===== config.mk =====
export PLATFORM = sky130hd
export DESIGN_NAME = fp_accum_seq
export DESIGN_NICKNAME = d
export VERILOG_FILES = /design/src/rtl/fp_accum_pkg.sv /design/src/rtl/fp_to_fixed.sv /design/src/rtl/fp_accum_seq.sv
export SDC_FILE = /design/constraint.sdc
export NUM_CORES = 1
export LEC_CHECK = 0
export CAP_MARGIN = 30
export CORE_MARGIN = 2
export CORE_UTILIZATION = 58
export CTS_BUF_LIST = sky130_fd_sc_hd__clkbuf_8
export DETAILED_ROUTE_END_ITERATION = 10
export PLACE_DENSITY = 0.83
export REMOVE_ABC_BUFFERS = 1
export SLEW_MARGIN = 20
export SYNTH_ARGS = -nofsm -noshare
export SYNTH_HDL_FRONTEND = slang
export SYNTH_SLANG_ARGS = --single-unit
export TNS_END_PERCENT = 30

===== constraint.sdc =====
create_clock -name clk -period 3.8 [get_ports clk]
set_input_delay 0.38 -clock clk [delete_from_list [all_inputs] [get_ports clk]]
set_output_delay 0.38 -clock clk [all_outputs]
set_load 0.005 [all_outputs]

===== src/rtl/fp_accum_pkg.sv =====
// Shared constants, state encoding and sign-extension helper for the FP32 burst accumulator.
package fp_accum_pkg;

    localparam int FX_W        = 21;
    localparam int FRAC_W      = 19;
    localparam int EXP_BIAS    = 127;
    localparam int EXP_ZERO_TH = 96;
    localparam int EXP_OVF_TH  = 128;

    typedef enum logic [1:0] {
        IDLE,
        RUN,
        DRAIN,
        DONE
    } state_t;

    // Signed value of {sign, int, frac}; callers truncate to their accumulator width.
    function automatic logic signed [63:0] fx_sext(input logic sign,
                                                   input logic int_bit,
                                                   input logic [FRAC_W-1:0] frac);
        logic signed [63:0] mag;
        mag = '0;
        mag[FX_W-2:0] = {int_bit, frac};
        return sign ? -mag : mag;
    endfunction

endpackage


===== src/rtl/fp_to_fixed.sv =====
// Combinational FP32 -> unsigned 1.19 magnitude converter (truncating), sign passed through.
module fp_to_fixed
    import fp_accum_pkg::*;
(
    input  logic [31:0]       fp,
    output logic              sign,
    output logic              int_bit,
    output logic [FRAC_W-1:0] frac
);

    logic [7:0]  expo;
    logic [23:0] mant;
    logic [5:0]  sh;
    logic [19:0] shifted;
    logic        tiny;

    assign expo    = fp[30:23];
    assign mant    = {1'b1, fp[22:0]};
    // 1.0 (exp 127) lands at bit 19, so the right shift is (bias + 4) - exp.
    assign sh      = 6'(EXP_BIAS + 4 - int'(expo));
    assign shifted = 20'(mant >> sh);
    assign tiny    = expo < 8'(EXP_ZERO_TH);

    assign sign             = fp[31];
    assign {int_bit, frac}  = tiny ? '0 : shifted;

endmodule


===== src/rtl/fp_accum_seq.sv =====
// Burst sequencer: converts FP32 samples to 1.19 fixed point and accumulates them.
// Optional clamp and sticky overflow flag enabled by FP_RANGE_CHECK_EN.
module fp_accum_seq
    import fp_accum_pkg::*;
#(
    parameter  int CNT_W = 10,
    localparam int ACC_W = FX_W + CNT_W
) (
    input  logic                    clk,
    input  logic                    rst_n,
    input  logic                    start_i,
    input  logic [CNT_W-1:0]        len_i,
    input  logic                    in_valid_i,
    input  logic [31:0]             in_data_i,
    output logic                    in_ready_o,
    output logic                    busy_o,
    output logic                    out_valid_o,
    input  logic                    out_ready_i,
    output logic signed [ACC_W-1:0] acc_o,
    output logic                    ovf_o
);

    state_t                   state;
    logic [CNT_W-1:0]         remaining;
    logic                     accept;
    logic                     c_sign;
    logic                     c_int;
    logic [FRAC_W-1:0]        c_frac;
    logic [FRAC_W:0]          c_mag;

    logic                     vld_p1;
    logic                     sign_p1;
    logic [FRAC_W:0]          mag_p1;
    logic                     vld_p2;
    logic signed [ACC_W-1:0]  val_p2;
    logic signed [ACC_W-1:0]  acc_q;

    assign accept = in_valid_i && in_ready_o;

    fp_to_fixed u_conv (
        .fp      (in_data_i),
        .sign    (c_sign),
        .int_bit (c_int),
        .frac    (c_frac)
    );

`ifdef FP_RANGE_CHECK_EN
    logic c_big;
    logic ovf_q;

    function automatic logic [FRAC_W:0] sat_mag(input logic big, input logic [FRAC_W:0] mag);
        return big ? '1 : mag;
    endfunction

    assign c_big = in_data_i[30:23] >= 8'(EXP_OVF_TH);
    assign c_mag = sat_mag(c_big, {c_int, c_frac});
    assign ovf_o = ovf_q;
`else
    assign c_mag = {c_int, c_frac};
    assign ovf_o = 1'b0;
`endif

    // Stage 1: converted fields captured on accept; stage 2: signed, extended value.
    always_ff @(posedge clk) begin
        if (accept) begin
            sign_p1 <= c_sign;
            mag_p1  <= c_mag;
        end
        val_p2 <= ACC_W'(fx_sext(sign_p1, mag_p1[FRAC_W], mag_p1[FRAC_W-1:0]));
    end

    // Control, valid pipeline and accumulator.
    always_ff @(posedge clk or negedge rst_n) begin
        if (!rst_n) begin
            state       <= IDLE;
            remaining   <= '0;
            in_ready_o  <= 1'b0;
            out_valid_o <= 1'b0;
            acc_q       <= '0;
            vld_p1      <= 1'b0;
            vld_p2      <= 1'b0;
`ifdef FP_RANGE_CHECK_EN
            ovf_q       <= 1'b0;
`endif
        end else begin
            vld_p1 <= accept;
            vld_p2 <= vld_p1;
            if (vld_p2) begin
                acc_q <= acc_q + val_p2;
            end
`ifdef FP_RANGE_CHECK_EN
            if (accept && c_big) begin
                ovf_q <= 1'b1;
            end
`endif
            case (state)
                IDLE: begin
                    if (start_i) begin
                        acc_q <= '0;
`ifdef FP_RANGE_CHECK_EN
                        ovf_q <= 1'b0;
`endif
                        if (len_i == '0) begin
                            state       <= DONE;
                            out_valid_o <= 1'b1;
                        end else begin
                            state      <= RUN;
                            remaining  <= len_i;
                            in_ready_o <= 1'b1;
                        end
                    end
                end
                RUN: begin
                    if (accept) begin
                        remaining <= remaining - 1'b1;
                        if (remaining == CNT_W'(1)) begin
                            state      <= DRAIN;
                            in_ready_o <= 1'b0;
                        end
                    end
                end
                DRAIN: begin
                    if (!vld_p1 && !vld_p2) begin
                        state       <= DONE;
                        out_valid_o <= 1'b1;
                    end
                end
                DONE: begin
                    if (out_ready_i) begin
                        state       <= IDLE;
                        out_valid_o <= 1'b0;
                    end
                end
                default: state <= IDLE;
            endcase
        end
    end

    assign busy_o = (state != IDLE);
    assign acc_o  = acc_q;

endmodule


==> flow_metrics.env, run 1 <==
export IMPL_drv_slew=0
export IMPL_worstHoldPathCells=0
export IMPL_clock_root_buffer="clkbuf_8"
export IMPL_post_route_period_util=0.816
export IMPL_grt_pass1_vias=5521
export IMPL_setup_ws_ns=0.700
export IMPL_status="completed"
export IMPL_netlist_area_sq_um=6710
export IMPL_clkSlewWorstSetupHoldPaths_ns=0.10
export IMPL_layout_nets=885
export IMPL_numCtsBuffers=9
export IMPL_synthTopCellsByCount="nand2_1, a21oi_1, nor2_1"
export IMPL_first_pass_iters=5
export IMPL_h_tree_depth=3
export IMPL_post_route_min_period_ns=3.10
export IMPL_dp_slack_ns=0.680
export IMPL_postCtsSetupRepairBufs=0
export IMPL_cts_tree="built"
export IMPL_avgSynthCellArea_sq_um=9.14
export IMPL_cp_cell_sequence="ha_1, a211o_1, a21o_1, a2111oi_2, o31ai_1, a31oi_1, o21ai_0, a2111oi_0, a211oi_1"
export IMPL_clk_path_buf_depth=2
export IMPL_synth_cells=734
export IMPL_n_fill_cell=861
export IMPL_max_cap_violations=0
export IMPL_dp_hpwl_microns=12000
export IMPL_wl_per_cell_microns=16.4
export IMPL_multiInputGateArea_sq_um=4050
export IMPL_initial_utilization=0.590
export IMPL_min_path_type="reg2reg"
export IMPL_worstPathArrival_ns=3.34
export IMPL_cp_num_cells=9
export IMPL_yosys_area_top_type_share=0.175
export IMPL_cp_end_kind="flop"
export IMPL_synth_edf_count=21
export IMPL_antenna_found_initial=0
export IMPL_netSwitchingFraction=0.416
export IMPL_r2r_cells=9
export IMPL_rows=39
export IMPL_crit_family="compound AO/OA/AOI/OAI gates"
export IMPL_p_leak_nw=3.34
export IMPL_drt_iter0_drc=449
export IMPL_max_freq_ghz=0.323
export IMPL_combPwrFrac=0.570
export IMPL_drive_gt1_frac=0.0721
export IMPL_slew_limit_headroom=0.437
export IMPL_grt_pass1_wl_microns=26000
export IMPL_routed_wl_microns=15500
export IMPL_path_class="reg2reg"
export IMPL_dieWidth_microns=112
export IMPL_critPathMaxFanout=4
export IMPL_drc=0
export IMPL_seqPwrFrac=0.292
export IMPL_clk_latency_ns=0.37
export IMPL_die_area_sq_um=12400
export IMPL_fin_tns_setup_ns=0
export IMPL_setup_violations=0
export IMPL_ant_nets=0
export IMPL_core_sq_um=11400
export IMPL_crit_required_ns=4.04
export IMPL_rsz0062_at_grt="false"
export IMPL_grt_overflow_total=0
export IMPL_synthArstFlopShare=0.475
export IMPL_yosysTopAreaCell="dfrtp_1"
export IMPL_num_vias=5932
export IMPL_yosys_top_cells_area="dfrtp_1, edfxtp_1, dfxtp_1"
export IMPL_crit_slowest_cell="a2111oi_0"
export IMPL_worst_setup_path_start_kind="flop"
export IMPL_worst_path_buf_inv=0
export IMPL_synth_most_common_cell="nand2_1"
export IMPL_regArea_sq_um=2430
export IMPL_clock_sinks=99
export IMPL_placed_cell_area_sq_um=7610
export IMPL_yosysUniqueCellTypes=66
export IMPL_p_per_area_nw_per_um2=737
export IMPL_port_buffers=80
export IMPL_worst_path_largest_cell_delay_ns=0.49
export IMPL_intPower_w=0.00339
export IMPL_clkPwrFrac=0.138
export IMPL_syn2layout_area_growth_pct=17.4
export IMPL_ys_flop_type="dfrtp_1"
export IMPL_track_usage=0.250
export IMPL_tightestPinTransition_ns=0.844
export IMPL_vdd_ir_drop_max_uv=467
export IMPL_seq_area_frac_synth=0.362
export IMPL_io_pins=82
export IMPL_clock_skew_ns=0.0141
export IMPL_p_sw_w=0.00241
export IMPL_hold_viol_final=0
export IMPL_place_gp_congestion=0.967
export IMPL_synth_warnings=0
export IMPL_grt_max_degree=32
export IMPL_ys_ff_latch=99
export IMPL_diodes=0
export IMPL_final_area_sq_um=7880
export IMPL_via_per_inst=6.26
export IMPL_die_y_microns=112
==> cell type report <==
cell class	count	share of cell area
Sequential cell	99	0.308
Timing Repair Buffer	91	0.114
Tap cell	143	0.0227
Inverter	21	0.0100
Clock buffer	9	0.0157
Clock inverter	7	0.0146
Multi-Input combinational cell	577	0.514
==> power groups by stage <==
stage	registers [W]	clock network, W	logic, W
5_1_grt	0.00173	0.000850	0.00366
3_3_place_gp	0.00169	0	0.00312
2_1_floorplan	0.00165	0	0.00227
6_report	0.00170	0.000798	0.00331
3_5_place_dp	0.00171	0	0.00324
4_1_cts	0.00169	0.000809	0.00326
==> logic make-up (layout without fill, tap and decap cells) <==
kind of cell	count (synthesis)	count (layout)	share of synthesized area
AO/OA/AOI/OAI	229	229	0.224
adder cells (fa/ha/maj)	39	39	0.0738
XOR/XNOR	41	41	0.0535
other	1	1	0.000559
multiplexers	49	49	0.0962
AND/OR/NAND/NOR	218	218	0.156
buffers and inverters	58	128	0.0345
flip-flops	99	99	0.362
==> layer usage <==
layer  GRT usage  vias to the layer above  routed length, microns
met5           0                        -                       0
met2       0.440                      230                    7630
met4      0.0848                        0                     301
met3      0.0386                       28                     916
met1       0.316                     2828                    6660
li1            -                     2846                       -
==> layout by cell type (no fill, tap or decap), types with 7 or more instances in the layout <==
cell             count
o31a_1               7
nor2_1              57
xor2_1              14
a211oi_1            18
buf_4                8
o22ai_1             13
a21oi_1             60
a21o_1              28
and2_1              11
clkdlybuf4s50_1     79
ha_1                38
o31ai_1              8
inv_1               21
o21ai_0             54
mux4_2              12
and3_1               9
nand3_1             17
clkbuf_8             9
edfxtp_1            21
xnor2_1             27
a31oi_1              7
dfxtp_1             31
mux2i_1             33
nand2_1             67
nor2b_1              7
nor3_1              14
dfrtp_1             47
==> worst paths after layout <==
kind                       startpoint            to  slack [ns]
setup / recovery             acc_o[1]     acc_o[23]        0.70
hold / removal                 vld_p1        vld_p2        0.38
setup reg to reg             acc_o[1]     acc_o[23]        0.70
hold reg to reg                vld_p1        vld_p2        0.38
max in group asynchronous       rst_n     acc_o[30]        2.82
min in group asynchronous       rst_n  remaining[2]        0.46
==> stage by stage <==
step                      instances  hold WS [ns]  total power, W   util
after floorplan                 697        0.0844         0.00391      -
after global placement          928         0.359         0.00481  0.668
after detailed placement        929         0.343         0.00494  0.670
after CTS                       946         0.385         0.00576  0.692
after global routing            947         0.395         0.00624  0.693
final                           947         0.381         0.00580  0.693
==> flip-flops by register name (all words and copies together), names as in the netlist <==
register / cells
acc_o: 31
remaining: 10
state: 2
vld_p1: 1
sign_p1: 1
in_ready_o: 1
vld_p2: 1
mag_p1: 20
out_valid_o: 1
val_p2: 31
==> what timing repair did <==
| item | in CTS | in global routing |
|---|---|---|
| hold buffers | 1 | 0 |
| gates resized for setup | 0 | 0 |
| hold endpoints to repair | 16 | 0 |
No activity file was read; power rests on OpenSTA's default activity.
==> run 2, diff against run 1 <==
Clock period 3.8 ns to 3.25 ns, I/O delays scaled along.
==> run 2 against run 1 <==
  * Sequential share of layout area up 0.11 points
  * Clock power down 2.6%
  * Routed wire length up 1.9%
  * Via count decreased by 0.19%
  * Critical path type unchanged
  * Critical endpoint unchanged
  * Largest cell class unchanged
==> flow_metrics.env, run 2 (synthesis gave the netlist of run 1 again) <==
export IMPL_hold_path_startpoint="vld_p1"
export IMPL_grt_pass1_vias=5558
export IMPL_p_leak_nw=3.33
export IMPL_antenna_found_initial=0
export IMPL_die_y_microns=112
export IMPL_setup_violations=0
export IMPL_vdd_ir_drop_max_uv=626
export IMPL_worstPathArrival_ns=3.30
export IMPL_num_vias=5921
export IMPL_drv_slew=0
export IMPL_r2r_cells=9
export IMPL_post_route_min_period_ns=3.03
export IMPL_grt_overflow_total=0
export IMPL_clock_skew_ns=0.0159
export IMPL_drc=0
export IMPL_path_class="reg2reg"
export IMPL_worst_path_largest_cell_delay_ns=0.45
export IMPL_via_per_inst=6.23
export IMPL_r2r_slack_ns=0.22
export IMPL_fin_tns_setup_ns=0
export IMPL_critPathMaxFanout=4
export IMPL_max_cap_violations=0
export IMPL_drive_gt1_frac=0.0719
export IMPL_ant_nets=0
export IMPL_top_layer="met4"
export IMPL_place_gp_congestion=0.924
export IMPL_crit_slowest_cell="dfrtp_1"
export IMPL_diodes=0
export IMPL_rows=39
export IMPL_io_pins=82
export IMPL_die_area_sq_um=12400
export IMPL_routed_wl_microns=15800
export IMPL_wl_met1_microns=6730
export IMPL_dr_wl_met2_microns=7750
export IMPL_clk_path_buf_depth=2
export IMPL_h_tree_depth=3
export IMPL_slew_limit_headroom=0.397
export IMPL_initial_utilization=0.590
export IMPL_min_to="vld_p2"
export IMPL_syn2layout_area_growth_pct=16.9
export IMPL_hold_viol_final=0
export IMPL_cp_cell_sequence="ha_1, a211o_1, a21o_1, a2111oi_2, o31ai_1, a31oi_1, o21ai_0, a2111oi_1, a211oi_1"
export IMPL_dp_hpwl_microns=12200
export IMPL_min_path_type="reg2reg"
export IMPL_clock_sinks=99
export IMPL_dieWidth_microns=112
export IMPL_postCtsSetupRepairBufs=0
export IMPL_port_buffers=80
export IMPL_wl_met3_microns=931
export IMPL_crit_required_ns=3.52
export IMPL_max_freq_ghz=0.330
export IMPL_clkSlewWorstSetupHoldPaths_ns=0.09
export IMPL_setup_ws_ns=0.221
export IMPL_worst_setup_path_start_kind="flop"
export IMPL_clock_root_buffer="clkbuf_8"
export IMPL_first_pass_iters=5
export IMPL_drt_iter0_drc=427
export IMPL_grt_max_degree=32
export IMPL_post_route_period_util=0.932
export IMPL_clk_latency_ns=0.40
export IMPL_worstHoldPathCells=0
export IMPL_layout_nets=888
export IMPL_core_sq_um=11400
export IMPL_utilization=0.690
export IMPL_cp_end_kind="flop"
export IMPL_r2r_start="acc_o[1]"
export IMPL_grt_pass1_wl_microns=26100
export IMPL_layout_commonest_cell="clkdlybuf4s50_1"
export IMPL_status="completed"
export IMPL_numCtsBuffers=9
export IMPL_dp_slack_ns=0.197
export IMPL_track_usage=0.256
export IMPL_r2r_end="acc_o[23]"
export IMPL_tightestPinTransition_ns=0.904
export IMPL_rsz0062_at_grt="false"
export IMPL_wl_per_cell_microns=16.6
export IMPL_mostFrequentLayoutCells="clkdlybuf4s50_1, nand2_1, a21oi_1"
export IMPL_p_per_area_nw_per_um2=845
export IMPL_cts_tree="built"
==> run 2: cell types whose count changed in the layout (fill, tap and decap cells not counted), sizes merged <==
cell	previous run	this run
bufinv	3	1
clkinvlp	0	1
buf	11	14
inv	22	23
==> run 2: critical path: cells and delay by family (launching register included) <==
| kind | cells | cell delay, ns |
|---|---|---|
| AOI/OAI and AO/OA | 8 | 2.13 |
| adders and majority gates | 1 | 0.34 |
| DFF | 1 | 0.45 |
==> run 2: through the flow <==
step / power (W) / hold WS, ns / cells / instance area, sq um
3_5_place_dp: 0.00580 / 0.286 / 933 / 7640
2_1_floorplan: 0.00457 / 0.0294 / 697 / 6560
3_3_place_gp: 0.00564 / 0.362 / 932 / 7620
5_1_grt: 0.00710 / 0.396 / 950 / 7850
4_1_cts: 0.00658 / 0.389 / 950 / 7840
6_report: 0.00664 / 0.387 / 950 / 7850
==> run 2: worst max path at each step <==
stage | from | to | slack [ns] | depth (start not counted)
2_1_floorplan | acc_o[1] | acc_o[23] | 0.59 | 9
3_3_place_gp | acc_o[1] | acc_o[23] | 0.34 | 9
3_5_place_dp | acc_o[1] | acc_o[23] | 0.20 | 9
4_1_cts | acc_o[1] | acc_o[23] | 0.19 | 9
5_1_grt | acc_o[1] | acc_o[23] | 0.06 | 9
6_report | acc_o[1] | acc_o[23] | 0.22 | 9
==> run 2: layout make-up <==
| cell class | count | area (sq um) |
|---|---|---|
| Multi-Input combinational cell | 577 | 4060 |
| Fill cell | 872 | 3520 |
| Sequential cell | 99 | 2430 |
| Timing Repair Buffer | 94 | 916 |
| Tap cell | 143 | 179 |
| Clock buffer | 9 | 124 |
| Inverter | 21 | 78.8 |
| Clock inverter | 7 | 62.6 |
==> run 2: per-layer routing <==
metal  global-route usage  vias to the layer above
met4               0.0971                        0
li1                     -                     2850
met3               0.0479                       32
met5                    0                        -
met1                0.323                     2846
met2                0.439                      193
==> run 2: report_power, final <==
part / internal [W] / total [W] / switching (W) / leakage [nW]
sequential: 0.00163 / 0.00197 / 0.000333 / 1.04
clock: 0.000347 / 0.000777 / 0.000430 / 0.0992
combinational: 0.00182 / 0.00389 / 0.00207 / 2.18
==> run 2: timing repair <==
action / CTS / global route
endpoints found under the setup margin: 0 / 1
gates resized for setup: 0 / 1
hold buffers: 1 / 0
endpoints found under the hold margin: 16 / 0
==> edit: new RTL, config.mk and constraints of run 1 <==
Encoding of `state_t`: now one-hot (4 bits for 4 states).
--- a/src/rtl/fp_accum_pkg.sv
+++ b/src/rtl/fp_accum_pkg.sv
@@ -7,11 +7,11 @@
     localparam int EXP_ZERO_TH = 96;
     localparam int EXP_OVF_TH  = 128;
 
-    typedef enum logic [1:0] {
-        IDLE,
-        RUN,
-        DRAIN,
-        DONE
+    typedef enum logic [3:0] {
+        IDLE  = 4'b0001,
+        RUN   = 4'b0010,
+        DRAIN = 4'b0100,
+        DONE  = 4'b1000
     } state_t;
 
     // Signed value of {sign, int, frac}; callers truncate to their accumulator width.
Formal check against the unedited RTL: no difference found for any inputs over 4 cycles, from zero or initial values and one cycle with rst_n low; so few cycles prove little.
==> edit against run 1 <==
Global-route usage fell by 0.82 points. Die area increased by 0.13%. Critical path depth increased by 2. Total power fell by 3.7%. Cell area down 0.56%. Synthesized area rose by 0.13%. Sequential cell count is 2 higher. Setup slack improved by 0.0090 ns. Clock power is 6.8% lower. Utilization fell by 0.39 points. Wire length fell by 3.9%. Fmax increased by 0.29%. Critical path type unchanged. Critical endpoint is now acc_o[30]. Largest cell class unchanged.
==> edit: results (changes against run 1) <==
stage,metric,value,unit,change
global_routing,grt_max_degree,37,,was 32
clock_tree,clock_latency,0.39,ns,was 0.37 ns
finish,inv_count,15,,was 21
finish,area_share_nonclk_buffers,11.1,%,was 11.4%
pwr,leakagePower,3.27,nW,was 3.34 nW
sta,relSlewSlack,37.9,%,was 43.7%
route,met2WireLength,7.31,mm,was 7.63 mm
place,hpwl,11.3,mm,was 12.0 mm
run_status,outcome,"complete, no violations",,unchanged
route,wl_per_cell,15.8,um,was 16.4 um
place,gp_congestion,0.910,,was 0.967
route,wl_met3,530,um,was 916 um
yosys,synth_area_leaders,"dfrtp_1 (18%), edfxtp_1 (9.4%), dfxtp_1 (9.2%), ha_1 (6.3%), nor2_1 (5.0%)",,"was dfrtp_1 (18%), edfxtp_1 (9.4%), dfxtp_1 (9.2%), ha_1 (7.1%), mux2i_1 (4.9%)"
yosys,synth_xor_xnor_area_share,5.73,%,was 5.35%
route,drt_iter0_markers,255,,was 449
pwr,ir_worst_vdd,557,uV,was 467 uV
yosys,synth_cell_types,72,,was 66
yosys,netlist_instances,736,,was 734
yosys,synthTopCellsByCount,"nor2_1 (89), nand2_1 (75), a21oi_1 (57)",,"was nand2_1 (67), a21oi_1 (60), nor2_1 (57)"
finish,num-fill-cells,887,,was 861
place,dp.cells,926,,was 929
setup_path,slowest_delay,0.42,ns,was 0.49 ns
setup_path,crit_slowest_cell,fa_1,,was a2111oi_0
finish,nNetsFinal,878,,was 885
yosys,ys_seq_area_share,36.9,%,was 36.2%
place,placed_area,7580,um^2,was 7610 um^2
finish,nMultiInputCombCells,580,,was 577
route,viasPerCell,5.96,,was 6.26
yosys,synthAdderAreaFrac,6.63,%,was 7.38%
finish,nNonClkBuffers,89,,was 91
-- edit: cell count changes in the layout (fill, tap and decap cells not counted), moves of 5 or more --
cell,change
a21o_1,-8
a31oi_1,+7
and2_1,-8
nand3_1,-5
o21ai_0,-9
nand2_1,+8
inv_1,-8
o22ai_1,-9
nor2_1,+32
-- edit: metrics by stage --
stage | setup WS [ns] | power (mW)
after global placement | 0.753 | 4.72
after CTS | 0.702 | 5.58
after floorplan | 0.872 | 3.92
after global routing | 0.532 | 6.03
after detailed placement | 0.723 | 4.82
final | 0.709 | 5.59
-- edit: path summary, 6_finish.rpt --
check                                  to  slack [ns]
worst max-delay path            acc_o[30]        0.71
worst min-delay path               vld_p2        0.41
worst max register to register  acc_o[30]        0.71
worst min register to register     vld_p2        0.41
max in group asynchronous        state[0]        2.55
min in group asynchronous        acc_o[3]        0.42
-- edit: worst max-delay path: cells and delay by family, from the launching register on --
kind,cells,cell delay (ns)
muxes,1,0.24
adders and majority gates,2,0.65
DFF,1,0.40
AOI/OAI and AO/OA,8,1.69
